$ cat src/rtl/ex_div_seq_if.sv
// ex_div_seq_if: request/response bundle between the EX stage and the
// iterative divider sequencer.
//
// Signals (EX side drives the request group, divider drives the response group):
//   id2ex_div_req    EX holds a divide-class instruction
//   id2ex_div_op     0=DIV, 1=DIVU, 2=REM, 3=REMU
//   op1_forwarded    dividend after forwarding
//   op2_forwarded    divisor after forwarding
//   id2ex_reg_waddr  destination register of the divide
//   ex_flush         kill the EX-stage instruction
//   div_stall        hold IF/ID/EX pipeline registers
//   div_done         one-cycle result valid
//   div_result       quotient or remainder
//   div_waddr        destination register latched at accept
//
// Modports: master = EX stage, slave = divider.
interface ex_div_seq_if #(
  parameter int XLEN = 32
);
  logic            id2ex_div_req;
  logic [1:0]      id2ex_div_op;
  logic [XLEN-1:0] op1_forwarded;
  logic [XLEN-1:0] op2_forwarded;
  logic [4:0]      id2ex_reg_waddr;
  logic            ex_flush;
  logic            div_stall;
  logic            div_done;
  logic [XLEN-1:0] div_result;
  logic [4:0]      div_waddr;

  modport master (
    output id2ex_div_req, id2ex_div_op, op1_forwarded, op2_forwarded,
           id2ex_reg_waddr, ex_flush,
    input  div_stall, div_done, div_result, div_waddr
  );

  modport slave (
    input  id2ex_div_req, id2ex_div_op, op1_forwarded, op2_forwarded,
           id2ex_reg_waddr, ex_flush,
    output div_stall, div_done, div_result, div_waddr
  );
endinterface

$ cat src/rtl/ex_div_seq.sv
// ex_div_seq: iterative radix-2 restoring divider for RV32M DIV/DIVU/REM/REMU,
// attached to the EX stage. Operands are converted to magnitudes at accept,
// one quotient bit is produced per CALC cycle, and sign correction plus
// quotient/remainder selection happen in the DONE state.
//
// Ports:
//   clk   core clock
//   rst   asynchronous, active-low reset
//   bus   ex_div_seq_if.slave (request from EX, stall/done/result back)
//
// Optional feature: define DIV_EARLY_OUT_EN to finish in two cycles when
// |dividend| < |divisor| (result is identical, only latency changes).
module ex_div_seq #(
  parameter int XLEN = 32
) (
  input  logic         clk,
  input  logic         rst,
  ex_div_seq_if.slave  bus
);

  localparam int CNT_W = $clog2(XLEN);
  localparam logic [XLEN-1:0] INT_MIN = {1'b1, {(XLEN-1){1'b0}}};

  typedef enum logic [1:0] {
    S_IDLE = 2'd0,
    S_CALC = 2'd1,
    S_DONE = 2'd2
  } state_t;

  state_t          state_q, state_d;
  logic [CNT_W-1:0] cnt_q, cnt_d;
  logic [1:0]      op_q, op_d;
  logic [4:0]      waddr_q, waddr_d;
  logic [XLEN-1:0] quo_q, quo_d;
  logic [XLEN-1:0] rem_q, rem_d;
  logic [XLEN-1:0] dvs_q, dvs_d;
  logic            qneg_q, qneg_d;
  logic            rneg_q, rneg_d;
  logic            done_q, done_d;
  logic [XLEN-1:0] result_q, result_d;
  logic [4:0]      dwaddr_q, dwaddr_d;

  function automatic logic [XLEN-1:0] neg2(input logic [XLEN-1:0] v);
    return (~v) + XLEN'(1);
  endfunction

  // Operand conditioning for the accept decision
  logic            accept;
  logic            is_signed;
  logic            a_neg, b_neg;
  logic [XLEN-1:0] a_mag, b_mag;
  logic            ovf;

  assign accept    = bus.id2ex_div_req & ~bus.ex_flush;
  assign is_signed = ~bus.id2ex_div_op[0];
  assign a_neg     = is_signed & bus.op1_forwarded[XLEN-1];
  assign b_neg     = is_signed & bus.op2_forwarded[XLEN-1];
  assign a_mag     = a_neg ? neg2(bus.op1_forwarded) : bus.op1_forwarded;
  assign b_mag     = b_neg ? neg2(bus.op2_forwarded) : bus.op2_forwarded;
  assign ovf       = is_signed && (bus.op1_forwarded == INT_MIN) &&
                     (bus.op2_forwarded == '1);

  // Restoring step: rem is widened by one bit so the shifted-out MSB
  // participates in the compare. When the subtract is taken the true
  // difference is below the divisor, so the low XLEN bits are exact.
  logic [XLEN:0]   shifted;
  logic            ge;
  logic [XLEN-1:0] diff;

  assign shifted = {rem_q, quo_q[XLEN-1]};
  assign ge      = (shifted >= {1'b0, dvs_q});
  assign diff    = shifted[XLEN-1:0] - dvs_q;

  // Final sign correction; sign flags are already zero for unsigned ops
  // and for the special cases whose results are stored pre-corrected.
  logic [XLEN-1:0] q_fix, r_fix;
  assign q_fix = qneg_q ? neg2(quo_q) : quo_q;
  assign r_fix = rneg_q ? neg2(rem_q) : rem_q;

  always_comb begin
    state_d  = state_q;
    cnt_d    = cnt_q;
    op_d     = op_q;
    waddr_d  = waddr_q;
    quo_d    = quo_q;
    rem_d    = rem_q;
    dvs_d    = dvs_q;
    qneg_d   = qneg_q;
    rneg_d   = rneg_q;
    done_d   = 1'b0;
    result_d = result_q;
    dwaddr_d = dwaddr_q;

    case (state_q)
      S_IDLE: begin
        if (accept) begin
          op_d    = bus.id2ex_div_op;
          waddr_d = bus.id2ex_reg_waddr;
          dvs_d   = b_mag;
          qneg_d  = a_neg ^ b_neg;
          rneg_d  = a_neg;
          cnt_d   = '0;
          if (bus.op2_forwarded == '0) begin
            // Divide by zero: architectural results, no sign fix-up
            quo_d   = '1;
            rem_d   = bus.op1_forwarded;
            qneg_d  = 1'b0;
            rneg_d  = 1'b0;
            state_d = S_DONE;
          end else if (ovf) begin
            quo_d   = INT_MIN;
            rem_d   = '0;
            qneg_d  = 1'b0;
            rneg_d  = 1'b0;
            state_d = S_DONE;
          end
`ifdef DIV_EARLY_OUT_EN
          else if (a_mag < b_mag) begin
            quo_d   = '0;
            rem_d   = a_mag;
            state_d = S_DONE;
          end
`endif
          else begin
            quo_d   = a_mag;
            rem_d   = '0;
            cnt_d   = CNT_W'(XLEN - 1);
            state_d = S_CALC;
          end
        end
      end

      S_CALC: begin
        if (bus.ex_flush) begin
          state_d = S_IDLE;
        end else begin
          quo_d = {quo_q[XLEN-2:0], ge};
          rem_d = ge ? diff : shifted[XLEN-1:0];
          if (cnt_q == '0) begin
            state_d = S_DONE;
          end else begin
            cnt_d = cnt_q - CNT_W'(1);
          end
        end
      end

      S_DONE: begin
        state_d = S_IDLE;
        if (!bus.ex_flush) begin
          done_d   = 1'b1;
          result_d = op_q[1] ? r_fix : q_fix;
          dwaddr_d = waddr_q;
        end
      end

      default: state_d = S_IDLE;
    endcase
  end

  always_ff @(posedge clk or negedge rst) begin
    if (!rst) begin
      state_q  <= S_IDLE;
      cnt_q    <= '0;
      op_q     <= '0;
      waddr_q  <= '0;
      quo_q    <= '0;
      rem_q    <= '0;
      dvs_q    <= '0;
      qneg_q   <= 1'b0;
      rneg_q   <= 1'b0;
      done_q   <= 1'b0;
      result_q <= '0;
      dwaddr_q <= '0;
    end else begin
      state_q  <= state_d;
      cnt_q    <= cnt_d;
      op_q     <= op_d;
      waddr_q  <= waddr_d;
      quo_q    <= quo_d;
      rem_q    <= rem_d;
      dvs_q    <= dvs_d;
      qneg_q   <= qneg_d;
      rneg_q   <= rneg_d;
      done_q   <= done_d;
      result_q <= result_d;
      dwaddr_q <= dwaddr_d;
    end
  end

  // Stall covers the accept cycle too, so EX holds until div_done
  assign bus.div_stall  = ((state_q == S_IDLE) && accept) ||
                          (state_q == S_CALC) || (state_q == S_DONE);
  assign bus.div_done   = done_q;
  assign bus.div_result = result_q;
  assign bus.div_waddr  = dwaddr_q;

endmodule

$ cat src/flat_wrapper.sv
// flat-port wrapper written by rule: the top's interface ports become plain ports
module ex_div_seq_flat 
#(
  parameter int XLEN = 32
)
  (clk, rst, bus_id2ex_div_req, bus_id2ex_div_op, bus_op1_forwarded, bus_op2_forwarded, bus_id2ex_reg_waddr, bus_ex_flush, bus_div_stall, bus_div_done, bus_div_result, bus_div_waddr);
  ex_div_seq_if #(.XLEN(XLEN)) bus_i ();
  input  logic clk;
  input  logic rst;
  input wire logic [$bits(bus_i.id2ex_div_req)-1:0] bus_id2ex_div_req;
  input wire logic [$bits(bus_i.id2ex_div_op)-1:0] bus_id2ex_div_op;
  input wire logic [$bits(bus_i.op1_forwarded)-1:0] bus_op1_forwarded;
  input wire logic [$bits(bus_i.op2_forwarded)-1:0] bus_op2_forwarded;
  input wire logic [$bits(bus_i.id2ex_reg_waddr)-1:0] bus_id2ex_reg_waddr;
  input wire logic [$bits(bus_i.ex_flush)-1:0] bus_ex_flush;
  output wire logic [$bits(bus_i.div_stall)-1:0] bus_div_stall;
  output wire logic [$bits(bus_i.div_done)-1:0] bus_div_done;
  output wire logic [$bits(bus_i.div_result)-1:0] bus_div_result;
  output wire logic [$bits(bus_i.div_waddr)-1:0] bus_div_waddr;
  assign bus_i.id2ex_div_req = bus_id2ex_div_req;
  assign bus_i.id2ex_div_op = bus_id2ex_div_op;
  assign bus_i.op1_forwarded = bus_op1_forwarded;
  assign bus_i.op2_forwarded = bus_op2_forwarded;
  assign bus_i.id2ex_reg_waddr = bus_id2ex_reg_waddr;
  assign bus_i.ex_flush = bus_ex_flush;
  assign bus_div_stall = bus_i.div_stall;
  assign bus_div_done = bus_i.div_done;
  assign bus_div_result = bus_i.div_result;
  assign bus_div_waddr = bus_i.div_waddr;
  ex_div_seq #(.XLEN(XLEN)) u_core (.clk(clk), .rst(rst), .bus(bus_i));
endmodule
$ cat config.mk
export PLATFORM = sky130hd
export DESIGN_NAME = ex_div_seq_flat
export DESIGN_NICKNAME = d
export VERILOG_FILES = /design/src/rtl/ex_div_seq_if.sv /design/src/rtl/ex_div_seq.sv /design/src/flat_wrapper.sv
export SDC_FILE = /design/constraint.sdc
export NUM_CORES = 1
export LEC_CHECK = 0
export BUFFER_PORTS_ARGS = -buffer_cell sky130_fd_sc_hd__buf_2
export CAP_MARGIN = 40
export CORE_UTILIZATION = 50
export CTS_BUF_LIST = sky130_fd_sc_hd__clkbuf_8 sky130_fd_sc_hd__clkbuf_16
export CTS_CLUSTER_SIZE = 30
export DETAILED_ROUTE_END_ITERATION = 12
export PLACE_DENSITY = 0.72
export SYNTH_ARGS = -nofsm -noshare
export SYNTH_HDL_FRONTEND = slang
export SYNTH_SLANG_ARGS = --single-unit
$ cat constraint.sdc
create_clock -name clk -period 2.8 [get_ports clk]
set_clock_uncertainty 0.15 [all_clocks]
set_input_delay 0.28 -clock clk [delete_from_list [all_inputs] [get_ports clk]]
set_output_delay 0.28 -clock clk [all_outputs]
set_load 0.005 [all_outputs]
# Yosys cells after proc, flatten, opt, wreduce, memory -nomap -nowiden
# Cells that the tools add are included.
# word_totals
reg_bits,150
input_bits,75
output_inout_bits,39
word_cells,84
# op_classes
add_sub_neg,6
n_lt_le_gt_ge,1
eq_ne,8
muxes,33
n_bitwise,10
reduce_logical,14
# ops
op,n
two-way mux 32 bit,13
"adder 32 x 1 -> 32 bit, second input constant",4
NOT 32 bit,4
one-hot mux 32 bit (2 select lines),2
"equality test 32 bit, second input constant",2
>= comparator 33 x 32 -> 1 bit,1
zero test 32 bit,1
subtractor 32 bit,1
two-way mux 5 bit,5
two-way mux 2 bit,5
one-hot mux 5 bit (2 select lines),1
two-way mux 1 bit,6
AND reduction 2 bit,3
zero test 5 bit,1
"subtractor 5 x 1 -> 5 bit, second input constant",1
"inequality test 2 bit, second input constant",2
one-hot mux 2 bit (2 select lines),1
AND reduction 4 bit,1
bitwise AND 1 bit,3
logical AND 1 bit,3
"inequality test 3 x 2 -> 1 bit, second input constant",1
AND reduction 3 bit,1
"equality test 2 x 1 -> 1 bit, second input constant",1
"equality test 2 bit, second input constant",1
6 further kinds,8

# Logic depth before layout (Yosys ltp)
# Gate-level depths: netlist of run 1.
# logic_depth
word_depth,7
mapped_depth,13
mapped_depth_nobuf,12

# Worst setup path after synthesis of run 1
# Ideal clock, no wire load.
# synth_path
path_kind,reg-to-reg
start,reg u_core.rem_q[14]
end,reg u_core.rem_q[15]
setup_ns,0.082
t_arrival_ns,2.861
t_required_ns,2.568
path_slack_ns,-0.293
path_stages_with_launch,12
path_buffers,2
period_less_slack_ns,3.093
cell_sequence,dfrtp_1 ha_1 clkbuf_1 nand2_1 o21ai_0 o311ai_0 a31oi_1 o21bai_1 and2_1 buf_2 or4_1 a31oi_1
# synth_via
elab_chain_len,4
elab_cells_between_ends,5
cone_classes,1 x add/sub; 1 x order compare; 3 x mux
# synth_rtl
item,line_no,text
"start, declared",ex_div_seq.sv:35,"logic [XLEN-1:0] rem_q, rem_d;"
"start signal, assigned",ex_div_seq.sv:180,rem_q <= rem_d;
subtractor 32 bit or >= comparator 33 x 32 -> 1 bit (tied branches),"ex_div_seq.sv:72, ex_div_seq.sv:71",
two-way mux 32 bit *,ex_div_seq.sv:138,rem_d = ge ? diff : shifted[XLEN-1:0];
two-way mux 32 bit *,ex_div_seq.sv:134,if (bus.ex_flush) begin
one-hot mux 32 bit (2 select lines) *,ex_div_seq.sv:94,case (state_q)
# Every way passes the cells marked *; elsewhere a longest branch is shown, timed or not. The select of a mux whose other input is x is not followed.
# A chain may end at the register's enable or synchronous reset.

# Final worst setup path of run 1
# layout_path
start,reg u_core.rem_q[4]
end,"reg u_core.result_q[23], in the netlist u_core.bus.div_result[23]"
# layout_via
elab_chain_len,4
# layout_rtl
item,line_no,text
NOT 32 bit,ex_div_seq.sv:44,return (~v) + XLEN'(1);
adder 32 x 1 -> 32 bit,ex_div_seq.sv:44,
two-way mux 32 bit,ex_div_seq.sv:78,assign r_fix = rneg_q ? neg2(rem_q) : rem_q;
two-way mux 32 bit,ex_div_seq.sv:151,result_d = op_q[1] ? r_fix : q_fix;
"end signal, assigned",ex_div_seq.sv:185,result_q <= result_d;
"end, declared",ex_div_seq.sv:40,"logic [XLEN-1:0] result_q, result_d;"
# Every way passes these cells.

==> results of run 1 <==
[worst max-delay path: stages, from the launching register on]
cell and delay [ns]:
dfrtp_1 0.38, or4_4 0.55, or4_4 0.48, nor4_4 0.15
nand2_1 0.12, or4_4 0.53, o31ai_4 0.25, xor2_1 0.20
o221ai_1 0.14
[registers in the layout (all words and copies together), names as in the netlist]
register,cells
u_core.bus.div_result,32
u_core.dvs_q,32
u_core.quo_q,32
u_core.rem_q,32
u_core.bus.div_waddr,5
u_core.cnt_q,5
u_core.waddr_q,5
u_core.state_q,2
u_core.bus.div_done,1
u_core.op_q,1
u_core.qneg_q,1
u_core.rneg_q,1
[power by group through the flow]
stage | sequential (uW) | clock [uW] | combinational, uW
6_report | 3320 | 2520 | 10000
5_1_grt | 3390 | 2610 | 10700
4_1_cts | 3260 | 2520 | 8260
3_5_place_dp | 3290 | 0 | 7860
3_3_place_gp | 3270 | 0 | 7720
2_1_floorplan | 3220 | 0 | 4880
[cells by family after synthesis]
| logic type | share of synthesized area, % |
|---|---|
| compound gates | 24.3 |
| simple gates | 21.0 |
| buf+inv | 4.93 |
| fa+ha+maj | 4.40 |
| flops | 32.3 |
| xor+xnor | 10.6 |
| mux | 2.44 |
[area by class of cell]
class	instances	area, um^2	share of cell area (%)
multi-input cells	1166	8130	52.2
flip-flops and latches	149	3730	23.9
repair buffers	348	2530	16.2
clock buffers	17	425	2.73
well taps	285	357	2.29
inverters	56	210	1.35
clock inverters	15	205	1.32
[worst max path at each step]
stage	start	end	slack [ns]	cells after the start
after detailed placement	u_core.quo_q[31]$_DFFE_PN0P_	u_core.rem_q[28]$_DFFE_PN0P_	-0.34	12
after CTS	u_core.rem_q[4]$_DFFE_PN0P_	u_core.bus.div_result[29]$_DFFE_PN0P_	-0.26	8
after floorplan	u_core.rem_q[4]$_DFFE_PN0P_	u_core.bus.div_result[29]$_DFFE_PN0P_	-0.21	8
after global placement	u_core.quo_q[31]$_DFFE_PN0P_	u_core.rem_q[30]$_DFFE_PN0P_	-0.27	12
final	u_core.rem_q[4]$_DFFE_PN0P_	u_core.bus.div_result[23]$_DFFE_PN0P_	-0.29	8
after global routing	u_core.rem_q[4]$_DFFE_PN0P_	u_core.bus.div_result[17]$_DFFE_PN0P_	-0.39	9
[timing repair]
item | in CTS | in global routing
setup buffers | 2 | 14
hold endpoints to repair | 50 | 0
gates cloned | 0 | 3
gates resized for setup | 45 | 119
pin swaps | 19 | 52
setup endpoints to repair | 47 | 67
hold buffers | 9 | 0
[stage by stage]
step	setup slack, ns	area (um^2)	hold WS (ns)	total power (uW)
global placement	-0.268	13800	0.0867	11000
floorplan	-0.206	11600	-0.166	8100
global route	-0.386	15600	0.0462	16700
finish	-0.293	15600	0.0182	15900
detailed placement	-0.345	13800	0.0822	11100
CTS	-0.255	14800	0.0259	14000
[cell usage in the layout, fill, tap and decap left out, types with 32 or more instances in the layout]
cell,n
a21oi_1,87
buf_2,112
buf_4,208
dfrtp_1,147
inv_1,49
nand2_1,192
nor2_1,142
nor3_1,32
o21ai_0,113
o31ai_1,35
xnor2_1,58
xor2_1,79
[per-layer routing]
layer | global-route usage, % | wire, um | vias to the layer above
met3 | 3.10 | 2670 | 90
met5 | 0 | 0 | -
met2 | 51.9 | 18200 | 537
met4 | 12.1 | 1320 | 0
li1 | - | - | 5822
met1 | 42.9 | 16400 | 5810
==> results_dict.tcl, run 1 <==
set metrics [dict create \
    grt_max_degree 70 \
    start_kind "register" \
    min_path_cells 3 \
    overflow 0 \
    async_flop_share_pct 100 \
    drt_iter0_markers 984 \
    postRouteAntennaNets 0 \
    power.share.clock_pct 15.8 \
    grt_usage_pct 31.5 \
    fin_tns_setup_ns -2.68 \
    crit_type "register to register" \
    yosys.area.top_type "dfrtp_1" \
    final_nets 1853 \
    drive_gt1_share_pct 29.0 \
    gp_congestion 0.950 \
    routed_via_density 6.02 \
    worstPathRequired_ns 2.93 \
    die_width_um 154 \
    power.switching_uw 7020 \
    io_pins 114 \
    tritoncts "done" \
    antenna_found_initial 0 \
    grt_pass1_vias 11200 \
    timing_hold_violations_final 0 \
    irDropWorstVdd_mv 0.491 \
    dieArea_um2 23700 \
    numCtsBuffers 17 \
    synth_top_cell_area_share_pct 32.3 \
    rr_worst_depth 8 \
    final_util_pct 68.9 \
    htreeDepth 4 \
    drcViolationCount 0 \
    instances_no_fill 2036 \
    ys_seq_elements 149 \
    swShare_pct 44.2 \
    start_util_pct 51.0 \
    synth_area_um2 11500 \
    syn_avg_cell_area_um2 7.90 \
    outcome "finished, violations left" \
    hold_path_class "input pin to register" \
    arrival_ns 3.23 \
    root_buffer "clkbuf_16" \
    ys.warnings.count 0 \
    relSlewSlack_pct 38.7 \
    share_comb_of_total_power_pct 63.2 \
    r2r-start "u_core.rem_q[4]$_DFFE_PN0P_" \
    r2r_slack_ns -0.29 \
    end_kind "register" \
    syn_nets 1577 \
    vias 12300 \
    post-place-cells 1976 \
    p_leak_uw 0.00681 \
    numClockSinks 149 \
    r2r-end "u_core.bus.div_result[23]$_DFFE_PN0P_" \
    yosys-top-cells-area "dfrtp_1 32%, nand2_1 6.4%, xor2_1 6.1%" \
    n_fill_cell 1789 \
    setup_ws_ns -0.293 \
    violations "negative setup slack" \
    power.internal_uw 8850 \
    chipHeight_um 154 \
    period_share_pct 110 \
    synth_cells 1462 \
    max_cap_violations 0 \
    synth_edf_count 0 \
    num_rows 55 \
    coreArea_um2 22600 \
    dpl.hpwl_mm 27.6 \
    synth_most_common_cell "nand2_1" \
    n_antenna_cell 0 \
    syn_to_final_growth_pct 35.0 \
    crit_fanout 5 \
    insertion_delay_ns 0.44 \
    path_clk_slew_ns 0.07 \
    hold_start "bus_op2_forwarded[5]" \
    synthFlopType "dfrtp_1" \
    pwr-share-seq_pct 20.9 \
    rsz0062_at_grt "true" \
    finalWirelength_mm 38.6 \
    period_minus_slack_ns 3.09 \
    synth_commonest_cells "197 x nand2_1, 149 x dfrtp_1, 149 x nor2_1" \
    port_buffers 113 \
    first_pass_iters 7 \
    drv_slew 0 \
    synth_cell_types 70 \
    grt_pass1_wl_mm 59.0 \
    fmax_mhz 323 \
    clock_path_buffers 2 \
    finalSetupViolations 21 \
    yosysSeqAreaShare_pct 32.3 \
    wl_per_cell_um 18.9 \
    p_per_area_nw_per_um2 1020 \
    tightestPinTransition_ns 0.919 \
    hold_end "u_core.dvs_q[5]$_DFFE_PN0P_" \
]
(Power assumes the default switching activity.)
==> inputs of run 2 (changes only) <==
--- a/config.mk
+++ b/config.mk
@@ -8,7 +8,7 @@
 export BUFFER_PORTS_ARGS = -buffer_cell sky130_fd_sc_hd__buf_2
 export CAP_MARGIN = 40
 export CORE_UTILIZATION = 50
-export CTS_BUF_LIST = sky130_fd_sc_hd__clkbuf_8 sky130_fd_sc_hd__clkbuf_16
+export CTS_BUF_LIST = sky130_fd_sc_hd__clkbuf_8
 export CTS_CLUSTER_SIZE = 30
 export DETAILED_ROUTE_END_ITERATION = 12
 export PLACE_DENSITY = 0.72
==> run 2 against run 1 <==
Compared with the run above: the run still ends with negative setup slack left; sequential power about the same; die area is the same; non-clock buffer count increased by 22; critical path depth increased by 3; routed wire length fell by 1.7%; worst setup slack improved by 0.016 ns; maximum frequency grew 0.51%.
==> results_dict.tcl, run 2 (synthesis results as in run 1) <==
set metrics [dict create \
    share_comb_of_total_power_pct 65.2 \
    fmax_mhz 325 \
    drv_slew 0 \
    finalWirelength_mm 37.9 \
    timing_hold_violations_final 0 \
    end_kind "register" \
    hold_path_class "input pin to register" \
    postRouteAntennaNets 0 \
    chipHeight_um 154 \
    numCtsBuffers 17 \
    wl_per_cell_um 18.4 \
    final_cell_mix "212 x buf_4, 194 x nand2_1, 145 x dfrtp_1, 143 x nor2_1, 114 x o21ai_0" \
    timing.critical_path.to "u_core.bus.div_result[26]$_DFFE_PN0P_" \
    drt_iter0_markers 1037 \
    violations "negative setup slack" \
    grt_usage_pct 31.5 \
    start_util_pct 51.0 \
    num_rows 55 \
    htreeDepth 4 \
    overflow 0 \
    insertion_delay_ns 0.48 \
    p_leak_uw 0.00678 \
    outcome "finished, violations left" \
    n_antenna_cell 0 \
    syn_to_final_growth_pct 34.4 \
    crit_start "u_core.rem_q[4]$_DFFE_PN0P_" \
    finalSetupViolations 21 \
    grt_max_degree 70 \
    power.internal_uw 8340 \
    io_pins 114 \
    r2r-end "u_core.bus.div_result[26]$_DFFE_PN0P_" \
    drcViolationCount 0 \
    period_minus_slack_ns 3.08 \
    die_width_um 154 \
    dieArea_um2 23700 \
    vias 12200 \
    rsz0062_at_grt "true" \
    antenna_found_initial 0 \
    setup_ws_ns -0.278 \
    final_common_cell "buf_4" \
    power.share.clock_pct 12.7 \
    path_clk_slew_ns 0.09 \
    tightestPinTransition_ns 0.907 \
    dpl.hpwl_mm 27.6 \
    period_share_pct 110 \
    crit_fanout 5 \
    routed_via_density 5.92 \
    coreArea_um2 22600 \
    worstPathRequired_ns 3.00 \
    r2r_slack_ns -0.28 \
    instances_no_fill 2058 \
    max_cap_violations 0 \
    final_util_pct 68.5 \
    crit_type "register to register" \
    swShare_pct 44.6 \
    p_per_area_nw_per_um2 971 \
    start_kind "register" \
    grt_pass1_vias 11300 \
    first_pass_iters 8 \
    r2r-start "u_core.rem_q[4]$_DFFE_PN0P_" \
    rr_worst_depth 11 \
    relSlewSlack_pct 39.5 \
    gp_congestion 0.950 \
    tritoncts "done" \
    port_buffers 113 \
    pwr-share-seq_pct 22.0 \
    arrival_ns 3.28 \
    root_buffer "clkbuf_8" \
    drive_gt1_share_pct 28.5 \
    grt_pass1_wl_mm 58.8 \
    irDropWorstVdd_mv 0.465 \
    post-place-cells 1976 \
    numClockSinks 149 \
    final_nets 1875 \
    power.switching_uw 6720 \
    clock_path_buffers 2 \
]
run 2: cell types whose count changed in the layout (fill, tap and decap cells not counted), sizes merged:
| cell | delta |
|---|---|
| buf | +4 |
| dlygate4sd3 | +18 |
run 2: what timing repair did:
action                                  4_1_cts  5_1_grt
cloned                                        0        3
setup buffers                                 1       19
pin swaps                                    14       42
endpoints found under the setup margin       47       75
resized for setup                            43      111
hold buffers                                 27        0
hold endpoints to repair                     72        0
run 2: final cells by class:
| cell class | instances | area [um^2] |
|---|---|---|
| clock inverters | 15 | 205 |
| inverters | 56 | 210 |
| multi-input cells | 1166 | 8010 |
| repair buffers | 370 | 2770 |
| flip-flops and latches | 149 | 3730 |
| clock buffers | 17 | 234 |
| well taps | 285 | 357 |
| fillers | 1821 | 7130 |
run 2: power groups by stage:
stage | registers, uW | clock network (uW) | logic, uW
2_1_floorplan | 3220 | 0 | 4880
3_3_place_gp | 3270 | 0 | 7720
3_5_place_dp | 3290 | 0 | 7860
4_1_cts | 3250 | 1940 | 8220
5_1_grt | 3380 | 2020 | 10600
6_report | 3320 | 1920 | 9830
run 2: critical path: stages (launching register included):
cell and delay (ns):
dfrtp_1 0.39, or4_4 0.55, buf_4 0.15, buf_6 0.12, nor4_4 0.14, buf_4 0.18
nand3_2 0.08, or4_4 0.57, buf_4 0.17, o31ai_4 0.16, xor2_1 0.17, o221ai_1 0.12
run 2: metal layers:
metal	up-vias	GRT usage (%)	part of all wire, %
met2	467	51.6	47
met1	5777	41.7	44
li1	5861	-	-
met4	0	12.9	3.4
met3	84	4.54	6.0
met5	-	0	0
run 2: metrics by stage:
step	power, uW	hold WS [ns]	setup TNS (ns)	worst slack, ns	instance area (um^2)
2_1_floorplan	8100	-0.166	-1.14	-0.206	11600
3_3_place_gp	11000	0.0867	-5.84	-0.268	13800
3_5_place_dp	11100	0.0822	-8.52	-0.345	13800
4_1_cts	13400	0.0000990	-1.76	-0.256	14700
5_1_grt	16000	0.0252	-6.02	-0.409	15500
6_report	15100	0.00875	-2.60	-0.278	15500
run 2: how the worst min path moves through the flow:
stage	startpoint	end	slack, ns	cells past startpoint
3_3_place_gp	rst	u_core.bus.div_done$_DFF_PN0_	0.09	1
2_1_floorplan	rst	u_core.bus.div_done$_DFF_PN0_	-0.17	0
5_1_grt	bus_op1_forwarded[16]	u_core.rem_q[16]$_DFFE_PN0P_	0.03	3
6_report	bus_op2_forwarded[21]	u_core.dvs_q[21]$_DFFE_PN0P_	0.009	3
3_5_place_dp	rst	u_core.bus.div_done$_DFF_PN0_	0.08	1
4_1_cts	bus_op1_forwarded[0]	u_core.rem_q[0]$_DFFE_PN0P_	0.0001	3
